==> src/rtl/fetch_pkg.sv <==
// Shared definitions for the fetch/decode stage: instruction field positions,
// opcodes without a destination write, and the fetch FSM state encoding.
package fetch_pkg;

    localparam int COND_MSB   = 31;
    localparam int COND_LSB   = 28;
    localparam int OPC_MSB    = 27;
    localparam int OPC_LSB    = 24;
    localparam int S_BIT      = 23;
    localparam int DEST_MSB   = 22;
    localparam int DEST_LSB   = 19;
    localparam int SRC2_MSB   = 18;
    localparam int SRC2_LSB   = 15;
    localparam int SRC1_MSB   = 14;
    localparam int SRC1_LSB   = 11;
    localparam int SHIFT_MSB  = 10;
    localparam int SHIFT_LSB  = 6;
    localparam int EXTRA_MSB  = 5;
    localparam int EXTRA_LSB  = 3;

    localparam logic [3:0] OP_CMP   = 4'hB;
    localparam logic [3:0] OP_NOP_E = 4'hE;
    localparam logic [3:0] OP_NOP_F = 4'hF;

    typedef enum logic [1:0] {
        IDLE = 2'd0,
        RUN  = 2'd1,
        HOLD = 2'd2
    } fetch_state_e;

    function automatic logic no_dest(input logic [3:0] opcode);
        return (opcode == OP_CMP) || (opcode == OP_NOP_E) || (opcode == OP_NOP_F);
    endfunction

endpackage

==> src/rtl/fetch_queue.sv <==
// Prefetch FIFO holding {pc, instruction} pairs; pointers carry an extra wrap
// bit so full and empty are distinguishable when the indices coincide.
module fetch_queue #(
    parameter int W     = 40,
    parameter int DEPTH = 2
) (
    input  logic                       clk,
    input  logic                       rst_n,
    input  logic                       push_i,
    input  logic                       pop_i,
    input  logic                       flush_i,
    input  logic [W-1:0]               din_i,
    output logic [W-1:0]               head_o,
    output logic [$clog2(DEPTH):0]     count_o,
    output logic                       full_o
);

    localparam int AW = $clog2(DEPTH);

    logic [W-1:0] mem_q [DEPTH];
    logic [AW:0]  wr_q;
    logic [AW:0]  rd_q;

    always_ff @(posedge clk or negedge rst_n) begin
        if (!rst_n) begin
            wr_q <= '0;
            rd_q <= '0;
        end else if (flush_i) begin
            wr_q <= '0;
            rd_q <= '0;
        end else begin
            if (push_i) wr_q <= wr_q + 1'b1;
            if (pop_i)  rd_q <= rd_q + 1'b1;
        end
    end

    // When full, a simultaneous push overwrites the slot being popped this cycle.
    always_ff @(posedge clk) begin
        if (push_i) mem_q[wr_q[AW-1:0]] <= din_i;
    end

    assign head_o  = mem_q[rd_q[AW-1:0]];
    assign count_o = wr_q - rd_q;
    assign full_o  = (wr_q[AW] != rd_q[AW]) && (wr_q[AW-1:0] == rd_q[AW-1:0]);

endmodule

==> src/rtl/fetch_decode_unit.sv <==
// Clocked fetch/decode stage: owns the PC, issues imem req/ack fetches into a
// prefetch queue and presents the decoded queue head over valid/ready.
module fetch_decode_unit
    import fetch_pkg::*;
#(
    parameter int              PC_W     = 8,
    parameter int              DEPTH    = 2,
    parameter logic [PC_W-1:0] RESET_PC = '0
) (
    input  logic            clk,
    input  logic            rst_n,
    input  logic            fetch_hold,
    input  logic            redirect_valid,
    input  logic [PC_W-1:0] redirect_pc,
    output logic            imem_req,
    output logic [PC_W-1:0] imem_addr,
    input  logic            imem_ack,
    input  logic [31:0]     imem_rdata,
    output logic            dec_valid,
    input  logic            dec_ready,
    output logic [PC_W-1:0] dec_pc,
    output logic [3:0]      dec_cond,
    output logic [3:0]      dec_opcode,
    output logic            dec_s,
    output logic [3:0]      dec_dest,
    output logic [3:0]      dec_src2,
    output logic [3:0]      dec_src1,
    output logic [4:0]      dec_shift,
    output logic [2:0]      dec_extra,
    output logic [15:0]     dec_imm,
    output logic            dec_reg_we
);

    localparam int W  = PC_W + 32;
    localparam int CW = $clog2(DEPTH) + 1;

    fetch_state_e    state_q;
    logic [PC_W-1:0] fetch_pc_q;
    logic [PC_W-1:0] fetch_pc_d;
    logic [CW-1:0]   count;
    logic            full;
    logic [W-1:0]    head;
    logic            pop;
    logic            push;
    logic            space;
    logic [31:0]     instr;

    assign dec_valid = (count != '0);
    assign pop       = dec_valid & dec_ready;
    assign space     = ~full | pop;
    assign imem_req  = (state_q == RUN) & ~fetch_hold & ~redirect_valid & space;
    assign push      = imem_req & imem_ack;
    assign imem_addr = fetch_pc_q;

    always_comb begin
        fetch_pc_d = fetch_pc_q;
        if (redirect_valid) fetch_pc_d = redirect_pc;
        else if (push)      fetch_pc_d = fetch_pc_q + 1'b1;
    end

    always_ff @(posedge clk or negedge rst_n) begin
        if (!rst_n) begin
            state_q    <= IDLE;
            fetch_pc_q <= RESET_PC;
        end else begin
            fetch_pc_q <= fetch_pc_d;
            case (state_q)
                IDLE:    state_q <= RUN;
                RUN:     state_q <= fetch_hold ? HOLD : RUN;
                HOLD:    state_q <= fetch_hold ? HOLD : RUN;
                default: state_q <= IDLE;
            endcase
        end
    end

    fetch_queue #(
        .W     (W),
        .DEPTH (DEPTH)
    ) u_queue (
        .clk     (clk),
        .rst_n   (rst_n),
        .push_i  (push),
        .pop_i   (pop),
        .flush_i (redirect_valid),
        .din_i   ({fetch_pc_q, imem_rdata}),
        .head_o  (head),
        .count_o (count),
        .full_o  (full)
    );

    // Fields are forced to zero while the queue is empty so they never show stale slots.
    assign instr      = dec_valid ? head[31:0] : '0;
    assign dec_pc     = dec_valid ? head[W-1:32] : '0;
    assign dec_cond   = instr[COND_MSB:COND_LSB];
    assign dec_opcode = instr[OPC_MSB:OPC_LSB];
    assign dec_s      = instr[S_BIT];
    assign dec_dest   = instr[DEST_MSB:DEST_LSB];
    assign dec_src2   = instr[SRC2_MSB:SRC2_LSB];
    assign dec_src1   = instr[SRC1_MSB:SRC1_LSB];
    assign dec_shift  = instr[SHIFT_MSB:SHIFT_LSB];
    assign dec_extra  = instr[EXTRA_MSB:EXTRA_LSB];
    assign dec_imm    = instr[SRC2_MSB:EXTRA_LSB];
    assign dec_reg_we = dec_valid & ~no_dest(dec_opcode);

endmodule

==> config.mk <==
export PLATFORM = sky130hd
export DESIGN_NAME = fetch_decode_unit
export DESIGN_NICKNAME = d
export VERILOG_FILES = /design/src/rtl/fetch_pkg.sv /design/src/rtl/fetch_queue.sv /design/src/rtl/fetch_decode_unit.sv
export SDC_FILE = /design/constraint.sdc
export NUM_CORES = 1
export LEC_CHECK = 0
export CORE_AREA = 2 2 83 124
export CTS_CLUSTER_SIZE = 30
export DETAILED_ROUTE_END_ITERATION = 10
export DIE_AREA = 0 0 85 126
export GPL_TIMING_DRIVEN = 1
export PLACE_DENSITY = 0.71
export SLEW_MARGIN = 30
export SYNTH_ARGS = -nofsm -noshare
export SYNTH_HDL_FRONTEND = slang
export SYNTH_SLANG_ARGS = --single-unit
==> constraint.sdc <==
create_clock -name clk -period 4.9 [get_ports clk]
set_clock_uncertainty 0.1 [all_clocks]
set_input_delay 0.49 -clock clk [delete_from_list [all_inputs] [get_ports clk]]
set_output_delay 0.49 -clock clk [all_outputs]
set_load 0.005 [all_outputs]
==> impl_metrics.env, run 1 <==
export IMPL_grt_overflow=0
export IMPL_crit_path_start_kind="register"
export IMPL_yosysSeqAreaShare_pct=68.6
export IMPL_rsz0062_at_grt="no"
export IMPL_synth_largest_area_cell="edfxtp_1"
export IMPL_post_route_period_util_pct=60.8
export IMPL_syn_to_final_growth_pct=37.4
export IMPL_finalInstanceArea_um2=5150
export IMPL_syn_cell_area_um2=3750
export IMPL_clkPwrFrac_pct=26.1
export IMPL_seqPwrFrac_pct=36.4
export IMPL_firstDrtPassIters=4
export IMPL_place_congestion=0.850
export IMPL_row_count=44
export IMPL_cts_buffers=9
export IMPL_drive_gt1_share_pct=6.58
export IMPL_numPortBuffers=106
export IMPL_cp_required_ps=4310
export IMPL_layout_commonest_cell="clkdlybuf4s50_1"
export IMPL_yosysWarnings=0
export IMPL_r2r_start="state_q[1]"
export IMPL_drtAntennaViolNets=0
export IMPL_post_drt_wl_per_cell_um=15.3
export IMPL_h_tree_depth=3
export IMPL_synth_nets=317
export IMPL_cp_slowest_stage_delay_ps=570
export IMPL_ctsHoldBuffers=0
export IMPL_p_switching_uw=685
export IMPL_min_period_ps=2980
export IMPL_clkSinkCount=88
export IMPL_status="finished clean"
export IMPL_antenna_found_initial=0
export IMPL_synth_area_top_cells="edfxtp_1, mux2i_1, dfrtp_1"
export IMPL_setup_tns_ps=0
export IMPL_root_buffer="clkbuf_16"
export IMPL_n_antenna_cell=0
export IMPL_yosys_area_top_type_share_pct=59.3
export IMPL_slew_violations=0
export IMPL_drt_initial_drc_count=101
export IMPL_syn_inst=267
export IMPL_clk_latency_ps=320
export IMPL_layout_nets=410
export IMPL_grt_max_degree=42
export IMPL_cp_data_arrival_time_ps=2390
export IMPL_fp_coreArea_um2=9630
export IMPL_synth_cell_types=31
export IMPL_worst_pin_slew_ps=952
export IMPL_fillers=825
export IMPL_vdd_drop_max_mv=0.213
export IMPL_post_route_drc_count=0
export IMPL_p_per_area_nw_per_um2=479
export IMPL_finalWirelength_mm=7.33
export IMPL_via_count=2372
export IMPL_cts_buffer_depth=2
export IMPL_critPathBufInv=2
export IMPL_die_w_um=85
export IMPL_finalPower_uw=2460
export IMPL_path_class="register to output pin"
export IMPL_crit_chain="buf_4 > mux2i_1 > o21ai_0 > a21oi_1 > clkdlybuf4s50_1"
export IMPL_die_area_um2=10700
export IMPL_post_cts_resize_count=0
export IMPL_viasPerCell=4.94
export IMPL_p_comb_share_pct=37.5
export IMPL_worstPathMaxFanout=41
export IMPL_post_dp_cell_area_um2=4830
export IMPL_p_leak_uw=0.00174
export IMPL_cts_tree="done"
export IMPL_dieHeight_um=126
export IMPL_maxCapViolCount=0
export IMPL_setup_violations=0
export IMPL_syn_avg_cell_area_um2=14.0
export IMPL_dp_hpwl_mm=5.03
export IMPL_r2r_end="u_queue.mem_q[0][34]"
export IMPL_rrSetupSlack_ps=2370
export IMPL_clk_pin_slew_worst_paths_ps=60
export IMPL_power_switching_fraction_pct=27.8
export IMPL_rr_worst_depth=6
export IMPL_grt_total_usage_pct=14.6
export IMPL_cp_top_family="buffers and inverters"
export IMPL_start_util_pct=38.9
export IMPL_hp_class="input pin to async pin"
export IMPL_slowest_stage="buf_4"
export IMPL_fmax_ghz=0.336
export IMPL_max_slew_margin_rel_pct=36.5
export IMPL_hold_viol_final=0
export IMPL_crit_path_end_kind="output pin"
export IMPL_synth_seq_cells=88
export IMPL_final_cell_mix="clkdlybuf4s50_1, edfxtp_1, nor2_1"
export IMPL_postCtsSetupBuffers=0
export IMPL_num_io_pins=110
export IMPL_grt_pass1_vias=2439
export IMPL_grt_first_pass_wirelength_mm=12.0
export IMPL_p_int_uw=1780
[logic make-up after synthesis]
family	count (synthesis)	synth area share [%]
AND/OR/NAND/NOR	71	8.38
adder cells (fa/ha/maj)	4	1.34
multiplexers	38	10.2
XOR/XNOR	7	1.84
flip-flops	88	68.6
AO/OA/AOI/OAI	24	4.14
buffers and inverters	35	5.51
[metrics by stage]
step | utilization (%) | cells | hold slack, ps | worst slack (ps)
floorplan | - | 267 | 94.4 | 708
global placement | 50.1 | 463 | 434 | 1860
detailed placement | 50.1 | 463 | 453 | 1780
CTS | 53.1 | 479 | 463 | 1580
global route | 53.4 | 480 | 487 | 1690
finish | 53.4 | 480 | 445 | 1920
[cells in the mapped netlist]
cell / n
and3_1: 1
and2_1: 1
o311ai_2: 1
buf_4: 17
ha_1: 4
inv_1: 7
nor3_1: 2
nor2_1: 47
xor2_1: 4
xor2_2: 1
o311ai_1: 1
and4b_1: 1
nor2b_1: 1
a31oi_1: 4
a21oi_1: 4
nand2_1: 4
o21ai_0: 9
mux2i_1: 38
clkbuf_1: 7
nand3_1: 5
dfrtp_1: 14
buf_2: 3
o311a_1: 1
edfxtp_1: 74
or4_1: 2
xnor2_1: 2
nand4_1: 2
buf_6: 1
o31ai_1: 1
o211ai_1: 3
or3_1: 5
[power groups by stage]
stage / registers [µW] / clock network, µW / logic (µW)
2_1_floorplan: 904 / 0 / 472
3_3_place_gp: 909 / 0 / 891
4_1_cts: 898 / 663 / 908
3_5_place_dp: 913 / 0 / 904
6_report: 898 / 643 / 923
5_1_grt: 904 / 694 / 1010
[routing by layer]
| metal | wire length (µm) | GRT usage, % | share of wire [%] |
|---|---|---|---|
| met1 | 2750 | 16.8 | 38 |
| met2 | 4060 | 24.7 | 55 |
| met3 | 330 | 4.00 | 4.5 |
| met4 | 186 | 7.38 | 2.5 |
| met5 | 0 | 0 | 0 |
[cell type report]
cell class                      count  area (µm²)  area share, %
Timing Repair Buffer              110        1120           21.8
Inverter                            7        26.3          0.510
Clock buffer                        9         225           4.38
Clock inverter                      7        62.6           1.22
Tap cell                          115         144           2.80
Sequential cell                    88        2570           50.0
Multi-Input combinational cell    144         992           19.3
[worst reg2reg max path, delay by kind of cell (launching register included)]
| family | cells | cell delay [ps] |
|---|---|---|
| simple gates | 2 | 840 |
| fa+ha+maj | 1 | 180 |
| compound gates | 1 | 350 |
| buf+inv | 2 | 370 |
| flops | 1 | 380 |
[state kept, by name, summed over array words and instances (netlist names)]
| name | count |
|---|---|
| imem_addr | 8 |
| u_queue.rd_q | 2 |
| state_q | 2 |
| u_queue.wr_q | 2 |
| u_queue.mem_q | 74 |
[worst max-delay path by stage]
stage / endpoint / slack [ps] / depth (start not counted) / start
after global placement: u_queue.mem_q[0][28] / 1860 / 5 / fetch_hold
final: dec_reg_we / 1920 / 5 / u_queue.rd_q[0]
after detailed placement: u_queue.mem_q[0][28] / 1780 / 5 / fetch_hold
after global routing: dec_reg_we / 1690 / 5 / u_queue.rd_q[0]
after CTS: dec_reg_we / 1580 / 5 / u_queue.rd_q[1]
after floorplan: u_queue.mem_q[1][10] / 710 / 6 / state_q[1]
(Power assumes the default switching activity.)
==> inputs of run 2 (changes only) <==
--- a/config.mk
+++ b/config.mk
@@ -10,7 +10,7 @@
 export DETAILED_ROUTE_END_ITERATION = 10
 export DIE_AREA = 0 0 85 126
 export GPL_TIMING_DRIVEN = 1
-export PLACE_DENSITY = 0.71
+export PLACE_DENSITY = 0.73
 export SLEW_MARGIN = 30
 export SYNTH_ARGS = -nofsm -noshare
 export SYNTH_HDL_FRONTEND = slang
==> constraint.sdc (replaced) <==
create_clock -name clk -period 2.7 [get_ports clk]
set_clock_uncertainty 0.1 [all_clocks]
set_input_delay 0.27 -clock clk [delete_from_list [all_inputs] [get_ports clk]]
set_output_delay 0.27 -clock clk [all_outputs]
set_load 0.005 [all_outputs]
==> impl_metrics.env, run 2 (synthesis results as in run 1) <==
export IMPL_layout_commonest_cell="clkdlybuf4s50_1"
export IMPL_routed_wl_met2_mm=4.17
export IMPL_rsz0062_at_grt="no"
export IMPL_via_count=2401
export IMPL_dp_hpwl_mm=5.38
export IMPL_drtAntennaViolNets=0
export IMPL_dieHeight_um=126
export IMPL_worstPathMaxFanout=14
export IMPL_post_drt_wl_per_cell_um=15.7
export IMPL_maxCapViolCount=0
export IMPL_post_cts_resize_count=0
export IMPL_setup_ws_ps=193
export IMPL_cts_buffers=9
export IMPL_drt_met1_wl_mm=2.89
export IMPL_firstDrtPassIters=4
export IMPL_setup_violations=0
export IMPL_path_class="register to output pin"
export IMPL_crit_path_end_kind="output pin"
export IMPL_h_tree_depth=3
export IMPL_grt_max_degree=38
export IMPL_die_area_um2=10700
export IMPL_slew_violations=0
export IMPL_syn_to_final_growth_pct=38.8
export IMPL_post_dp_cell_area_um2=4910
export IMPL_fmax_ghz=0.399
export IMPL_antenna_found_initial=0
export IMPL_ctsHoldBuffers=0
export IMPL_start_util_pct=38.9
export IMPL_p_leak_uw=0.00178
export IMPL_clkSinkCount=88
export IMPL_grt_total_usage_pct=14.6
export IMPL_hp_class="input pin to async pin"
export IMPL_viasPerCell=4.93
export IMPL_final_cell_mix="clkdlybuf4s50_1, edfxtp_1, nor2_1"
export IMPL_numPortBuffers=106
export IMPL_n_antenna_cell=0
export IMPL_fp_coreArea_um2=9630
export IMPL_largest_reg_flops=74
export IMPL_worst_pin_slew_ps=651
export IMPL_drt_initial_drc_count=103
export IMPL_fillers=785
export IMPL_grt_pass1_vias=2426
export IMPL_clk_latency_ps=330
export IMPL_crit_path_start_kind="register"
export IMPL_cts_buffer_depth=2
export IMPL_cts_tree="done"
export IMPL_max_slew_margin_rel_pct=56.5
export IMPL_cp_slowest_stage_delay_ps=540
export IMPL_routed_top_layer="met4"
export IMPL_grt_first_pass_wirelength_mm=12.0
export IMPL_cp_data_arrival_time_ps=2140
export IMPL_finalWirelength_mm=7.64
export IMPL_met3_length_um=358
export IMPL_die_w_um=85
export IMPL_num_io_pins=110
export IMPL_grt_overflow=0
export IMPL_post_route_drc_count=0
export IMPL_post_route_period_util_pct=92.9
export IMPL_clk_pin_slew_worst_paths_ps=60
export IMPL_finalInstanceArea_um2=5200
export IMPL_cp_required_ps=2330
export IMPL_layout_nets=417
export IMPL_pre_cts_ws_ps=480
export IMPL_slowest_stage="clkdlybuf4s50_1"
export IMPL_vdd_drop_max_mv=0.416
export IMPL_postCtsSetupBuffers=0
export IMPL_min_period_ps=2510
export IMPL_drive_gt1_share_pct=8.33
export IMPL_place_congestion=0.797
export IMPL_crit_chain="xor2_1 > nor2_4 > buf_4 > nor2_1 > clkdlybuf4s50_1"
export IMPL_row_count=44
export IMPL_p_per_area_nw_per_um2=866
export IMPL_hold_viol_final=0
export IMPL_root_buffer="clkbuf_16"
export IMPL_status="finished clean"
-- run 2: changes by cell type in the layout (fill, tap and decap cells not counted), sizes merged --
cell	before	now
clkbuf	9	10
buf	4	11
clkinvlp	2	1
-- run 2: area by class of cell --
type                            count  area (µm²)  share of cell area, %
Timing Repair Buffer              117        1170                   22.5
Clock buffer                       10         229                   4.40
Multi-Input combinational cell    144         998                   19.2
Inverter                            7        26.3                  0.505
Tap cell                          115         144                   2.77
Sequential cell                    88        2570                   49.5
Clock inverter                      6        60.1                   1.15
-- run 2: path summary, 6_finish.rpt --
check / depth (start not counted) / from / to / slack [ps]
max: 5 / u_queue.rd_q[1] / dec_imm[3] / 190
min: 1 / rst_n / state_q[1] / 240
max reg2reg: 7 / state_q[1] / u_queue.mem_q[1][14] / 610
min reg2reg: 2 / state_q[1] / state_q[0] / 480
max in group asynchronous: 1 / rst_n / u_queue.rd_q[0] / 1800
min in group clk: 3 / redirect_pc[1] / imem_addr[1] / 390
-- run 2: power breakdown --
part | switching, µW | leakage, µW | total (µW) | internal, µW
Combinational | 725 | 0.000799 | 1690 | 965
Clock | 469 | 0.000140 | 1180 | 711
Sequential | 65.1 | 0.000838 | 1630 | 1570
-- run 2: per-stage QoR --
step	setup TNS (ps)	total power, µW	utilization (%)	cells	hold WS, ps
after floorplan	-25560	2500	-	267	-126
after global placement	0	3350	51.0	471	449
after detailed placement	0	3380	51.0	471	471
after CTS	0	4560	54.0	487	252
after global routing	0	4750	54.0	487	301
final	0	4500	54.0	487	242
-- run 2: layer usage --
metal  GRT usage [%]  vias up
met5               0        -
met4            7.47        0
li1                -     1162
met1            15.4     1155
met2            26.3       70
met3            3.67       14
-- run 2: worst max-delay path: cells and delay by family (launching register included) --
kind | cells | cell delay [ps]
buffers and inverters | 2 | 750
flip-flops | 1 | 420
XOR/XNOR | 1 | 330
AND/OR/NAND/NOR | 2 | 310
==> inputs of run 3 (changes only) <==
--- a/config.mk
+++ b/config.mk
@@ -5,6 +5,7 @@
 export SDC_FILE = /design/constraint.sdc
 export NUM_CORES = 1
 export LEC_CHECK = 0
+export ABC_CLOCK_PERIOD_IN_PS = 2700
 export CORE_AREA = 2 2 83 124
 export CTS_CLUSTER_SIZE = 30
 export DETAILED_ROUTE_END_ITERATION = 10
==> results of run 3 <==
The final DEF is identical to that of run 2; final timing and power are the same.
